`src/rtl/alu_exec_unit_pkg.sv`:
```
// Shared RV32I execute-stage types: ALU opcodes, operand selects, issue and CDB records.
package alu_exec_unit_pkg;

  localparam int unsigned PREG_W    = 6;
  localparam int unsigned ROB_IDX_W = 5;

  typedef enum logic [3:0] {
    AluAdd, AluSub, AluSll, AluSrl, AluSra, AluSlt, AluSltu, AluXor, AluOr, AluAnd
  } alu_op_t;

  typedef enum logic [1:0] {Op1Rs1, Op1Pc, Op1Zero} op1_sel_t;

  typedef enum logic {Op2Rs2, Op2Imm} op2_sel_t;

  typedef struct packed {
    logic                 valid;
    logic [PREG_W-1:0]    pd;
    logic [ROB_IDX_W-1:0] rob_id;
    logic [PREG_W-1:0]    ps1;
    logic [PREG_W-1:0]    ps2;
    alu_op_t              alu_op;
    op1_sel_t             op1_sel;
    op2_sel_t             op2_sel;
    logic [31:0]          imm;
    logic [31:0]          pc;
  } rs_to_alu_t;

  typedef struct packed {
    logic                 valid;
    logic [PREG_W-1:0]    pd;
    logic [ROB_IDX_W-1:0] rob_id;
    logic [31:0]          data;
  } cdb_entry_t;

endpackage

```
`src/rtl/alu_result_fifo.sv`:
```
// In-order result buffer between the ALU and the CDB arbiter; flush empties it in one edge.
module alu_result_fifo
  import alu_exec_unit_pkg::*;
#(
  parameter int unsigned DEPTH = 3,
  localparam int unsigned CNT_W = $clog2(DEPTH + 1),
  localparam int unsigned PTR_W = $clog2(DEPTH)
) (
  input  logic             clk,
  input  logic             rst,
  input  logic             flush,
  input  logic             push,
  input  cdb_entry_t       push_data,
  input  logic             pop,
  output cdb_entry_t       head,
  output logic [CNT_W-1:0] count,
  output logic             empty
);

  cdb_entry_t       mem [DEPTH];
  logic [PTR_W-1:0] wr_ptr;
  logic [PTR_W-1:0] rd_ptr;

  function automatic logic [PTR_W-1:0] ptr_inc(input logic [PTR_W-1:0] p);
    return (p == PTR_W'(DEPTH - 1)) ? '0 : p + 1'b1;
  endfunction

  always_ff @(posedge clk) begin
    if (rst || flush) begin
      wr_ptr <= '0;
      rd_ptr <= '0;
      count  <= '0;
    end else begin
      if (push) wr_ptr <= ptr_inc(wr_ptr);
      if (pop) rd_ptr <= ptr_inc(rd_ptr);
      case ({push, pop})
        2'b10:   count <= count + 1'b1;
        2'b01:   count <= count - 1'b1;
        default: count <= count;
      endcase
    end
  end

  // Storage needs no reset: entries are only visible through count.
  always_ff @(posedge clk) begin
    if (push) mem[wr_ptr] <= push_data;
  end

  assign head  = mem[rd_ptr];
  assign empty = (count == '0);

  assert property (@(posedge clk) disable iff (rst || flush) !(push && count == CNT_W'(DEPTH)));

endmodule

```
`src/rtl/alu_exec_unit.sv`:
```
// RV32I integer execute stage: one E register, inline ALU, credit-managed result buffer to CDB.
module alu_exec_unit
  import alu_exec_unit_pkg::*;
#(
  parameter int unsigned RESULT_DEPTH = 3
) (
  input  logic              clk,
  input  logic              rst,
  input  logic              flush,
  input  rs_to_alu_t        iss,
  output logic              alu_is_ready,
  output logic [PREG_W-1:0] prf_rs1_addr,
  output logic [PREG_W-1:0] prf_rs2_addr,
  input  logic [31:0]       prf_rs1_data,
  input  logic [31:0]       prf_rs2_data,
  output logic              cdb_req,
  output cdb_entry_t        cdb_out,
  input  logic              cdb_grant
);

  localparam int unsigned CNT_W = $clog2(RESULT_DEPTH + 1);

  logic                 accept;
  logic                 e_valid;
  logic [PREG_W-1:0]    e_pd;
  logic [ROB_IDX_W-1:0] e_rob_id;
  alu_op_t              e_alu_op;
  op1_sel_t             e_op1_sel;
  op2_sel_t             e_op2_sel;
  logic [31:0]          e_imm;
  logic [31:0]          e_pc;
  logic [31:0]          e_rs1;
  logic [31:0]          e_rs2;

  logic [31:0]          op1;
  logic [31:0]          op2;
  logic [4:0]           shamt;
  logic [31:0]          result;
  cdb_entry_t           push_data;
  cdb_entry_t           head;
  logic [CNT_W-1:0]     count;
  logic                 empty;
  logic [CNT_W:0]       in_flight;

  assign prf_rs1_addr = iss.ps1;
  assign prf_rs2_addr = iss.ps2;
  assign accept       = iss.valid & alu_is_ready & ~flush;

  always_ff @(posedge clk) begin
    if (rst || flush) e_valid <= 1'b0;
    else              e_valid <= accept;
    if (accept) begin
      e_pd      <= iss.pd;
      e_rob_id  <= iss.rob_id;
      e_alu_op  <= iss.alu_op;
      e_op1_sel <= iss.op1_sel;
      e_op2_sel <= iss.op2_sel;
      e_imm     <= iss.imm;
      e_pc      <= iss.pc;
      e_rs1     <= prf_rs1_data;
      e_rs2     <= prf_rs2_data;
    end
  end

  always_comb begin
    case (e_op1_sel)
      Op1Rs1:  op1 = e_rs1;
      Op1Pc:   op1 = e_pc;
      default: op1 = '0;
    endcase
    op2   = (e_op2_sel == Op2Imm) ? e_imm : e_rs2;
    shamt = op2[4:0];
    case (e_alu_op)
      AluAdd:  result = op1 + op2;
      AluSub:  result = op1 - op2;
      AluSll:  result = op1 << shamt;
      AluSrl:  result = op1 >> shamt;
      AluSra:  result = $unsigned($signed(op1) >>> shamt);
      AluSlt:  result = {31'b0, $signed(op1) < $signed(op2)};
      AluSltu: result = {31'b0, op1 < op2};
      AluXor:  result = op1 ^ op2;
      AluOr:   result = op1 | op2;
      AluAnd:  result = op1 & op2;
      default: result = '0;
    endcase
  end

  always_comb begin
    push_data        = '0;
    push_data.valid  = 1'b1;
    push_data.pd     = e_pd;
    push_data.rob_id = e_rob_id;
    push_data.data   = result;
  end

  alu_result_fifo #(
    .DEPTH (RESULT_DEPTH)
  ) u_fifo (
    .clk       (clk),
    .rst       (rst),
    .flush     (flush),
    .push      (e_valid),
    .push_data (push_data),
    .pop       (cdb_req & cdb_grant),
    .head      (head),
    .count     (count),
    .empty     (empty)
  );

  assign cdb_req = ~empty & ~flush;

  // Zero the bus when idle so stale buffer contents never show on the CDB.
  always_comb begin
    cdb_out = '0;
    if (cdb_req) begin
      cdb_out       = head;
      cdb_out.valid = 1'b1;
    end
  end

  // Credits cover the E register plus the buffer; independent of cdb_grant.
  assign in_flight    = {{CNT_W{1'b0}}, e_valid} + {1'b0, count};
  assign alu_is_ready = in_flight < (CNT_W + 1)'(RESULT_DEPTH);

  assert property (@(posedge clk) disable iff (rst || flush) !(iss.valid && !alu_is_ready));

endmodule

```
`config.mk`:
```
export PLATFORM = sky130hd
export DESIGN_NAME = alu_exec_unit
export DESIGN_NICKNAME = d
export VERILOG_FILES = /design/src/rtl/alu_exec_unit_pkg.sv /design/src/rtl/alu_result_fifo.sv /design/src/rtl/alu_exec_unit.sv
export SDC_FILE = /design/constraint.sdc
export NUM_CORES = 1
export LEC_CHECK = 0
export ABC_CLOCK_PERIOD_IN_PS = 7500
export BUFFER_PORTS_ARGS = -buffer_cell sky130_fd_sc_hd__buf_2
export CAP_MARGIN = 10
export CORE_UTILIZATION = 55
export CTS_CLUSTER_DIAMETER = 30
export DETAILED_ROUTE_END_ITERATION = 10
export HOLD_SLACK_MARGIN = 0.02
export PLACE_DENSITY = 0.78
export SETUP_SLACK_MARGIN = 0.5
export SKIP_CTS_REPAIR_TIMING = 1
export SLEW_MARGIN = 20
export SYNTH_ARGS = -nofsm -noshare
export SYNTH_HDL_FRONTEND = slang
export SYNTH_SLANG_ARGS = --single-unit
export TNS_END_PERCENT = 30
```
`constraint.sdc`:
```
create_clock -name clk -period 7.5 [get_ports clk]
set_input_delay 0.375 -clock clk [delete_from_list [all_inputs] [get_ports clk]]
set_output_delay 0.375 -clock clk [all_outputs]
set_load 0.02 [all_outputs]
```
# Word level (Yosys, flattened, before mapping)
# Memories as Yosys holds them, arrays and structs flattened. A register that Yosys moved wholly into a read port is not among the register bits.
# Cells that the tools add are included.
dict set report word_totals {
  regBits 153
  latchBits 0
  ram_bits 129
  mem_bits_ro 0
  inputBits 163
  output_inout_bits 58
  wordCells 66
  n_memories 1
}
# memory words width read_ports rd_clocked_by_memory_dff wr line
set mem_list {}
lappend mem_list {u_fifo.mem 3 43 1 1 1 alu_result_fifo.sv:20} ;# cdb_entry_t mem [DEPTH];
dict set report classes {
  add_sub_neg 7
  n_mul 0
  div 0
  n_lt_le_gt_ge 3
  eq_ne 14
  n_shift 3
  muxes 11
  n_bitwise 9
  n_reduce_logical 5
}
# cell n
set op_table {}
lappend op_table {{32-bit case mux with 10 select lines} 1}
lappend op_table {{32-bit < comparator} 2}
lappend op_table {{32-bit case mux with 2 select lines} 1}
lappend op_table {{44-bit 2-to-1 mux} 1}
lappend op_table {{32-bit adder} 1}
lappend op_table {{32-bit bitwise AND} 1}
lappend op_table {{32-bit 2-to-1 mux} 1}
lappend op_table {{32-bit OR} 1}
lappend op_table {{32-bit by 5-bit left shift with 32-bit output} 1}
lappend op_table {{32-bit by 5-bit right shift with 32-bit output} 1}
lappend op_table {{32-bit by 5-bit >>> shifter with 32-bit output} 1}
lappend op_table {{32-bit subtractor} 1}
lappend op_table {{32-bit bitwise XOR} 1}
lappend op_table {{4-bit by 3-bit equality test with 1-bit output, second input constant} 4}
lappend op_table {{4-bit by 2-bit equality test with 1-bit output, second input constant} 2}
lappend op_table {{4-bit equality test, second input constant} 2}
lappend op_table {{2-bit 2-to-1 mux} 4}
lappend op_table {{2-bit by 1-bit adder with 2-bit output, second input constant} 3}
lappend op_table {{2-bit equality test, second input constant} 3}
lappend op_table {{1-bit bitwise AND} 4}
lappend op_table {{2-bit by 1-bit equality test with 1-bit output, second input constant} 2}
lappend op_table {{4-bit by 1-bit equality test with 1-bit output, second input constant} 1}
lappend op_table {{2-bit zero test} 2}
lappend op_table {{4-bit zero test} 1}
lappend op_table {{other kinds (8)} 10}

# Longest topological paths before layout
# Gate-level depths: netlist (run 1).
dict set report logic_depth {
  ltp_word 6
  depth_mapped 18
  mapped_depth_nobuf 14
}

# Cells and area by module
# A second synthesis (run 1) with hierarchy kept.
dict set report unflattened {
  cells_unflattened 1942
  area_unflattened_um2 19780.2
}
# module instances cells_per_inst area_per_inst_um2 seq_area_each_um2
set modules_own_cells {}
lappend modules_own_cells {alu_exec_unit 1 1629 14585.2 4404.2}
lappend modules_own_cells {alu_result_fifo 1 313 5195.0 4124.0}

# Worst setup path before layout (run 1)
# No wires, ideal clock.
dict set report synth_path {
  path_type {register to register}
  start {register u_fifo.count[0]}
  end {register e_alu_op[0], enable pin}
  setup_time_ps 525
  t_arrival_ps 4675
  t_required_ps 6975
  path_slack_ps 2300
  stages_incl_launch_ff 5
  n_path_buf 0
  period_less_slack_ps 5200
  path_cell_list {dfxtp_1 > ha_1 > ha_1 > a21oi_1 > and3b_1}
}
dict set report synth_via {
  elab_chain_len 4
}
# item line
set synth_rtl {}
lappend synth_rtl {{start, declared} alu_result_fifo.sv:16} ;# output logic [CNT_W-1:0] count,
lappend synth_rtl {{start signal, assigned} alu_result_fifo.sv:37} ;# 2'b10: count <= count + 1'b1;
lappend synth_rtl {{start signal, assigned} alu_result_fifo.sv:38} ;# 2'b01: count <= count - 1'b1;
lappend synth_rtl {{start signal, assigned} alu_result_fifo.sv:39} ;# default: count <= count;
lappend synth_rtl {{1-bit by 2-bit adder with 3-bit output} alu_exec_unit.sv:122} ;# assign in_flight = {{CNT_W{1'b0}}, e_valid} + {1'b0, count};
lappend synth_rtl {{3-bit by 2-bit < comparator with 1-bit output} alu_exec_unit.sv:123} ;# assign alu_is_ready = in_flight < (CNT_W + 1)'(RESULT_DEPTH);
lappend synth_rtl {{net alu_is_ready} alu_exec_unit.sv:11} ;# output logic alu_is_ready,
lappend synth_rtl {{1-bit bitwise AND (2 in series)} alu_exec_unit.sv:47} ;# assign accept = iss.valid & alu_is_ready & ~flush;
lappend synth_rtl {{net accept} alu_exec_unit.sv:23} ;# logic accept;
lappend synth_rtl {{end signal, assigned} alu_exec_unit.sv:55} ;# e_alu_op <= iss.alu_op;
lappend synth_rtl {{end, declared} alu_exec_unit.sv:27} ;# alu_op_t e_alu_op;
# The timed path passes the listed nets, and every way through them passes these cells.
# A chain may end at the register's enable or synchronous reset.

# Final worst setup path (run 1)
dict set report layout_path {
  start {register e_op1_sel[0]}
  end {memory u_fifo.mem[1][0] in the netlist's numbering (data pin)}
}
dict set report layout_via {
  elab_chain_len 4
  word_cells_on_any_way 14
  classes_between {add/sub (2); order compare (2); eq/ne (1); shift (3); mux (2); bitwise (3); reduce/logical (1)}
}
# item line
set layout_rtl {}
lappend layout_rtl {{start, declared} alu_exec_unit.sv:28} ;# op1_sel_t e_op1_sel;
lappend layout_rtl {{start signal, assigned} alu_exec_unit.sv:56} ;# e_op1_sel <= iss.op1_sel;
lappend layout_rtl {{2-bit by 1-bit equality test with 1-bit output / 2-bit zero test (equally long branches)} alu_exec_unit.sv:66} ;# case (e_op1_sel)
lappend layout_rtl {{32-bit case mux with 2 select lines (*)} alu_exec_unit.sv:66}
lappend layout_rtl {{32-bit subtractor (tied with other cells)} alu_exec_unit.sv:75} ;# AluSub: result = op1 - op2;
lappend layout_rtl {{32-bit case mux with 10 select lines (*)} alu_exec_unit.sv:73} ;# case (e_alu_op)
lappend layout_rtl {{net result[0]} alu_exec_unit.sv:38} ;# logic [31:0] result;
lappend layout_rtl {{end, declared} alu_result_fifo.sv:20}
# Mark *: on every way through the listed nets, which the timed path passes. The rest lies on a longest branch.

==> results of run 1 <==
state kept, by name, indices dropped and copies added, names as in the netlist, 4 cells and up, named ones only:
| register | cells |
|---|---|
| e_alu_op | 4 |
| e_imm | 32 |
| e_pc | 32 |
| e_rob_id | 5 |
| u_fifo.mem | 129 |
| e_rs2 | 32 |
| e_rs1 | 32 |
| e_pd | 6 |
per-layer routing:
layer | wire [um] | vias to the layer above | part of all wire (%) | global-route usage (%)
met4 | 4740 | 0 | 6.7 | 22.2
met5 | 0 | - | 0 | 0.687
met1 | 27300 | 8453 | 38 | 47.0
met3 | 7250 | 249 | 10 | 7.55
li1 | - | 7906 | - | -
met2 | 31900 | 1225 | 45 | 55.3
power groups by stage:
stage,clock network (mW),logic [mW],registers (mW)
2_1_floorplan,0,0.524,1.85
3_3_place_gp,0,0.756,1.85
3_5_place_dp,0,0.761,1.86
4_1_cts,2.27,0.768,1.83
5_1_grt,2.36,0.919,1.83
6_report,2.28,0.869,1.83
cell type report:
type / instances / area [um2] / area share (%)
inverter: 102 / 390 / 1.63
tap: 455 / 569 / 2.38
timing repair buffer: 391 / 2810 / 11.8
sequential: 284 / 8440 / 35.3
multi-input combinational: 1407 / 9960 / 41.7
clock inverter: 40 / 445 / 1.87
clock buffer: 52 / 1260 / 5.27
logic make-up (layout without fill, tap and decap cells):
logic type | Yosys count | after routing | synth area share, %
AND/OR/NAND/NOR | 521 | 521 | 11.8
flip-flops | 284 | 284 | 43.3
multiplexers | 191 | 191 | 12.1
XOR/XNOR | 9 | 9 | 0.404
adder cells (fa/ha/maj) | 104 | 104 | 6.75
buffers and inverters | 255 | 585 | 5.89
AO/OA/AOI/OAI | 582 | 582 | 19.7
worst max-delay path, delay by kind of cell (launching register included):
family | cells | cell delay, ps
DFF | 1 | 890
muxes | 1 | 130
AOI/OAI and AO/OA | 4 | 770
buffers and inverters | 1 | 450
and+or+nand+nor | 6 | 2450
adders and majority gates | 1 | 540
placed cells by master, fill, tap and decap left out, drive strengths merged, types with 9 or more instances in the layout:
cell and count:
mux4 31, o21ai 133, nand2b 11, ha 102
o22ai 19, a31oi 16, o31ai 16, o211ai 30
a211o 9, inv 113, a221oi 23, clkinv 14
clkbuf 52, a22oi 14, o2111ai 10, nand2 94
a21oi 159, a21o 19, mux2i 114, edfxtp 275
dfxtp 9, nor2b 12, nor3 47, a211oi 22
clkinvlp 10, nand3 20, nor2 275, buf 244
nor4 13, o221ai 18, o21bai 12, or3 11
mux2 46, dlygate4sd3 147
metrics by stage:
step	setup WS (ps)	hold slack, ps
floorplan	2300	440
global placement	2360	447
detailed placement	2150	463
CTS	2110	-63.3
global route	1680	191
finish	1940	170
worst max path at each step:
stage	end	cells past startpoint	startpoint
after global placement	u_fifo.mem[0][0]	13	e_op1_sel[0]
after floorplan	e_alu_op[0]	4	u_fifo.count[0]
after detailed placement	u_fifo.mem[1][0]	13	e_op1_sel[0]
after CTS	u_fifo.mem[1][0]	13	e_op1_sel[0]
after global routing	u_fifo.mem[0][0]	13	e_op1_sel[0]
final	u_fifo.mem[1][0]	13	e_op1_sel[0]
==> flow_summary.ini, run 1 <==
[sta]
slew_viol_final = 0
skew_ps = 23.8
slew_headroom_pct = 19.8
max_freq_mhz = 180
fin_setup_tns_ps = 0
rsz0062_at_grt = no
fin_crit_sh_pct = 74.1
timing.final.hold_violations = 0
fin_crit_ps = 5560
setup_violations = 0
worst_pin_slew_ps = 1200

[detailed_routing]
drt_iter0_drc = 2368
routed_via_density = 6.53
routed_wl_mm = 71.1
route.detailed.wl_per_inst_um = 26.0
firstDrtPassIters = 6
vias = 17800
drt_drc_violations_left = 0
ant_nets = 0

[synth]
yosysTopAreaCell = edfxtp_1
synth_edf_count = 275
synth_top_area_share_pct = 42.4
ys_ff_latch = 284
synthArstFlopShare_pct = 0
syn_avg_cell_area_um2 = 10.0
synth_nets = 2213
synthFlopType = edfxtp_1
post-synth-top-count-cell = edfxtp_1
yosys_warnings = 0
netlist-cell-type-count = 90
seq_area_frac_synth_pct = 43.3
synth_common_cells = edfxtp_1, nor2_1, a21oi_1
synth_area_um2 = 19500
syn_inst = 1946
ys_top_cells_by_area = edfxtp_1, ha_1, mux2i_1, nor2_1, a21oi_1

[cells_and_area]
post-route-util_pct = 68.8
fillers = 2486
layoutNonFillerInstCount = 2731
post-route-cell-area_um2 = 23900
area.growth.synth_to_final_pct = 22.5
nets = 2503
drive_above_1_share_pct = 19.6
n_antenna_cell = 0

[floorplan]
die_area_um2 = 36200
num_rows = 68
die_h_um = 190
num_io_pins = 221
core_area_um2 = 34700
dieWidth_um = 190
initial_core_util_pct = 56.1

[clock_tree]
clk_pin_slew_ps = 60
clk_path_buf_depth = 3
tritoncts = built
clockRootBuffer = clkbuf_16
cts_buffers = 50
cts.htree.levels = 2
clock_latency_ps = 600
cts_sinks = 284

[placed_design]
io_buffer_count = 196
post_dp_cell_area_um2 = 20700
hpwl_mm = 47.3
place_inst = 2492
gp_congestion = 1.02

[critical_path]
crit_required_ps = 7810
end_kind = register
path_cells = buf_4 -> mux2i_1 -> nor2_1 -> ha_1 -> or4_4 -> nor2_2 -> nand3b_1 -> or3_1 -> o221ai_2 -> o41ai_1 -> o21bai_1 -> a211oi_1 -> or4_1
crit_path_start_kind = register
crit_path_top_delay_cell = edfxtp_1
r2r_slack_ps = 1940
reg2reg_to = u_fifo.mem[1][0]
worstRegToRegCells = 13
rr_startpoint = e_op1_sel[0]
worstPathMaxFanout = 18
worstSetupPathType = register to register
slowest_delay_ps = 890
critical_path_arrival_ps = 5860

[pwr]
p_total_mw = 4.97
pwr-share-clk_pct = 45.8
switching_share_pct = 28.6
p_seq_share_pct = 36.8
power.switching_mw = 1.42
ir_drop_uv = 227
p_per_area_nw_per_um2 = 208
total_leakage_power_nw = 9.29
comb_power_share_pct = 17.5
p_int_mw = 3.55

[global_route]
grtUsageTotal_pct = 36.1
antenna_found_initial = 0
grt_pass1_vias = 16000
grt_pass1_wl_mm = 97.2
globalRouteOverflowTotal = 0
grt_max_degree = 89

[min_path]
min_to = u_fifo.count[1]
holdCritPathClass = primary input to register
hold_start = flush
hold_depth = 3

[run_status]
status = finished, final reports clean

[flow_run]
drv_cap = 0
Power figures use the tool's default switching activity.
==> inputs of run 2 (changes only) <==
--- a/config.mk
+++ b/config.mk
@@ -5,14 +5,14 @@
 export SDC_FILE = /design/constraint.sdc
 export NUM_CORES = 1
 export LEC_CHECK = 0
-export ABC_CLOCK_PERIOD_IN_PS = 7500
+export ABC_CLOCK_PERIOD_IN_PS = 4600
 export BUFFER_PORTS_ARGS = -buffer_cell sky130_fd_sc_hd__buf_2
 export CAP_MARGIN = 10
-export CORE_UTILIZATION = 55
+export CORE_UTILIZATION = 54
 export CTS_CLUSTER_DIAMETER = 30
 export DETAILED_ROUTE_END_ITERATION = 10
 export HOLD_SLACK_MARGIN = 0.02
-export PLACE_DENSITY = 0.78
+export PLACE_DENSITY = 0.79
 export SETUP_SLACK_MARGIN = 0.5
 export SKIP_CTS_REPAIR_TIMING = 1
 export SLEW_MARGIN = 20
==> constraint.sdc (replaced) <==
create_clock -name clk -period 4.6 [get_ports clk]
set_input_delay 0.23 -clock clk [delete_from_list [all_inputs] [get_ports clk]]
set_output_delay 0.23 -clock clk [all_outputs]
set_load 0.02 [all_outputs]
==> flow_summary.ini, run 2 (synthesis results as in run 1) <==
[sta]
timing.final.hold_violations = 0
holdWs_ps = 44.2
fin_crit_sh_pct = 92.6
worst_pin_slew_ps = 1190
setup_violations = 0
slew_headroom_pct = 20.0
skew_ps = 28.3
rsz0062_at_grt = yes
max_freq_mhz = 235
fin_crit_ps = 4260
slew_viol_final = 0
fin_setup_tns_ps = 0

[critical_path]
rr_startpoint = e_op1_sel[0]
critical_path_arrival_ps = 4450
slowest_delay_ps = 470
reg2reg_to = u_fifo.mem[2][8]
end_kind = register
crit_path_top_delay_cell = edfxtp_1
crit_path_start_kind = register
worstRegToRegCells = 16
worstSetupPathType = register to register
path_cells = buf_4 -> mux2i_1 -> nor2_2 -> buf_4 -> ha_2 -> inv_1 -> fa_2 -> nor2b_1 -> o21bai_1 -> a21oi_2 -> o21ai_0 -> nand2b_1 -> a21o_1 -> o221ai_1 -> o21ai_0 -> o2111ai_2
worstPathMaxFanout = 4
critPathLaunch = e_op1_sel[0]
r2r_slack_ps = 340
crit_required_ps = 4790

[clock_tree]
cts.htree.levels = 2
tritoncts = built
clockRootBuffer = clkbuf_16
clk_path_buf_depth = 3
cts_sinks = 284
clock_latency_ps = 600
clk_pin_slew_ps = 60
cts_buffers = 51

[cells_and_area]
nets = 2577
largest_reg_flops = 129
regMostFlops = u_fifo.mem
post-route-util_pct = 69.9
area.growth.synth_to_final_pct = 27.6
post-route-cell-area_um2 = 24900
fillers = 2552
mostFrequentLayoutCells = edfxtp_1, nor2_1, buf_2
final_common_cell = edfxtp_1
n_antenna_cell = 0
drive_above_1_share_pct = 23.9

[global_route]
antenna_found_initial = 1
grtUsageTotal_pct = 37.5
grt_pass1_wl_mm = 102
grt_max_degree = 114
globalRouteOverflowTotal = 0
grt_pass1_vias = 16800

[detailed_routing]
firstDrtPassIters = 6
drt_iter0_drc = 2407
routed_wl_mm = 75.2
drt_drc_violations_left = 0
ant_nets = 0
route.detailed.wl_per_inst_um = 26.7
vias = 18500
routed_via_density = 6.57

[pwr]
ir_drop_uv = 406
p_total_mw = 8.43
total_leakage_power_nw = 9.77
p_per_area_nw_per_um2 = 339

[flow_run]
drv_cap = 0

[floorplan]
die_area_um2 = 36900
num_io_pins = 221
core_area_um2 = 35600
dieWidth_um = 192
die_h_um = 192
num_rows = 69
initial_core_util_pct = 54.8

[min_path]
hold_start = flush
min_to = u_fifo.count[0]
hold_depth = 3
holdCritPathClass = primary input to register

[placed_design]
gp_congestion = 1.08
post_dp_cell_area_um2 = 21200
hpwl_mm = 51.0
io_buffer_count = 196

[run_status]
status = finished, final reports clean
==> run 2: cell types whose count changed in the layout (fill, tap and decap cells not counted), moves of 6 or more <==
| cell | before | now |
|---|---|---|
| buf_4 | 48 | 112 |
| ha_1 | 102 | 94 |
| ha_2 | 0 | 8 |
| nor2_1 | 270 | 262 |
| buf_12 | 0 | 7 |
| clkinvlp_4 | 10 | 3 |
| mux2i_1 | 112 | 106 |
| mux2i_2 | 0 | 6 |
| nor2_2 | 3 | 9 |
==> run 2: report_power, final <==
group,total (mW),internal (mW),switching (mW)
clock network,3.90,2.51,1.39
logic,1.55,0.598,0.954
registers,2.98,2.95,0.0341
total,8.43,6.06,2.37
==> run 2: worst max-delay path, delay by kind of cell (launching register included) <==
family	cells	cell delay (ps)
compound gates	7	1670
fa+ha+maj	2	630
flops	1	470
simple gates	3	470
buf+inv	3	430
mux	1	180
==> run 2: worst max path at each step <==
| stage | to | slack [ps] | depth (start not counted) |
|---|---|---|---|
| 6_report | u_fifo.mem[2][8] | 340 | 16 |
| 5_1_grt | u_fifo.mem[2][20] | 260 | 18 |
| 4_1_cts | u_fifo.mem[1][27] | 250 | 12 |
| 3_5_place_dp | u_fifo.mem[1][27] | 290 | 12 |
| 3_3_place_gp | u_fifo.mem[0][22] | 390 | 15 |
| 2_1_floorplan | u_fifo.mem[0][30] | 190 | 16 |
==> run 2: cell type report <==
type | count | area [um2] | area share (%)
Clock buffer | 56 | 1330 | 5.33
Multi-Input combinational cell | 1407 | 10200 | 40.9
Clock inverter | 39 | 467 | 1.88
Inverter | 102 | 394 | 1.58
Tap cell | 461 | 577 | 2.32
Sequential cell | 284 | 8440 | 33.9
Timing Repair Buffer | 464 | 3480 | 14.0
==> run 2: routing by layer <==
layer  global-route usage (%)  wire, um  vias up
met1                     48.1     27900     8741
met2                     56.7     33200     1325
met3                     7.58      7810      340
li1                         -         -     8072
met4                     26.3      6170        2
met5                        0        41        -
==> run 2: metrics by stage <==
step           std cells  worst slack (ps)
4_1_cts             2646               254
6_report            2813               339
3_5_place_dp        2551               293
2_1_floorplan       1946               194
5_1_grt             2813               263
3_3_place_gp        2551               386
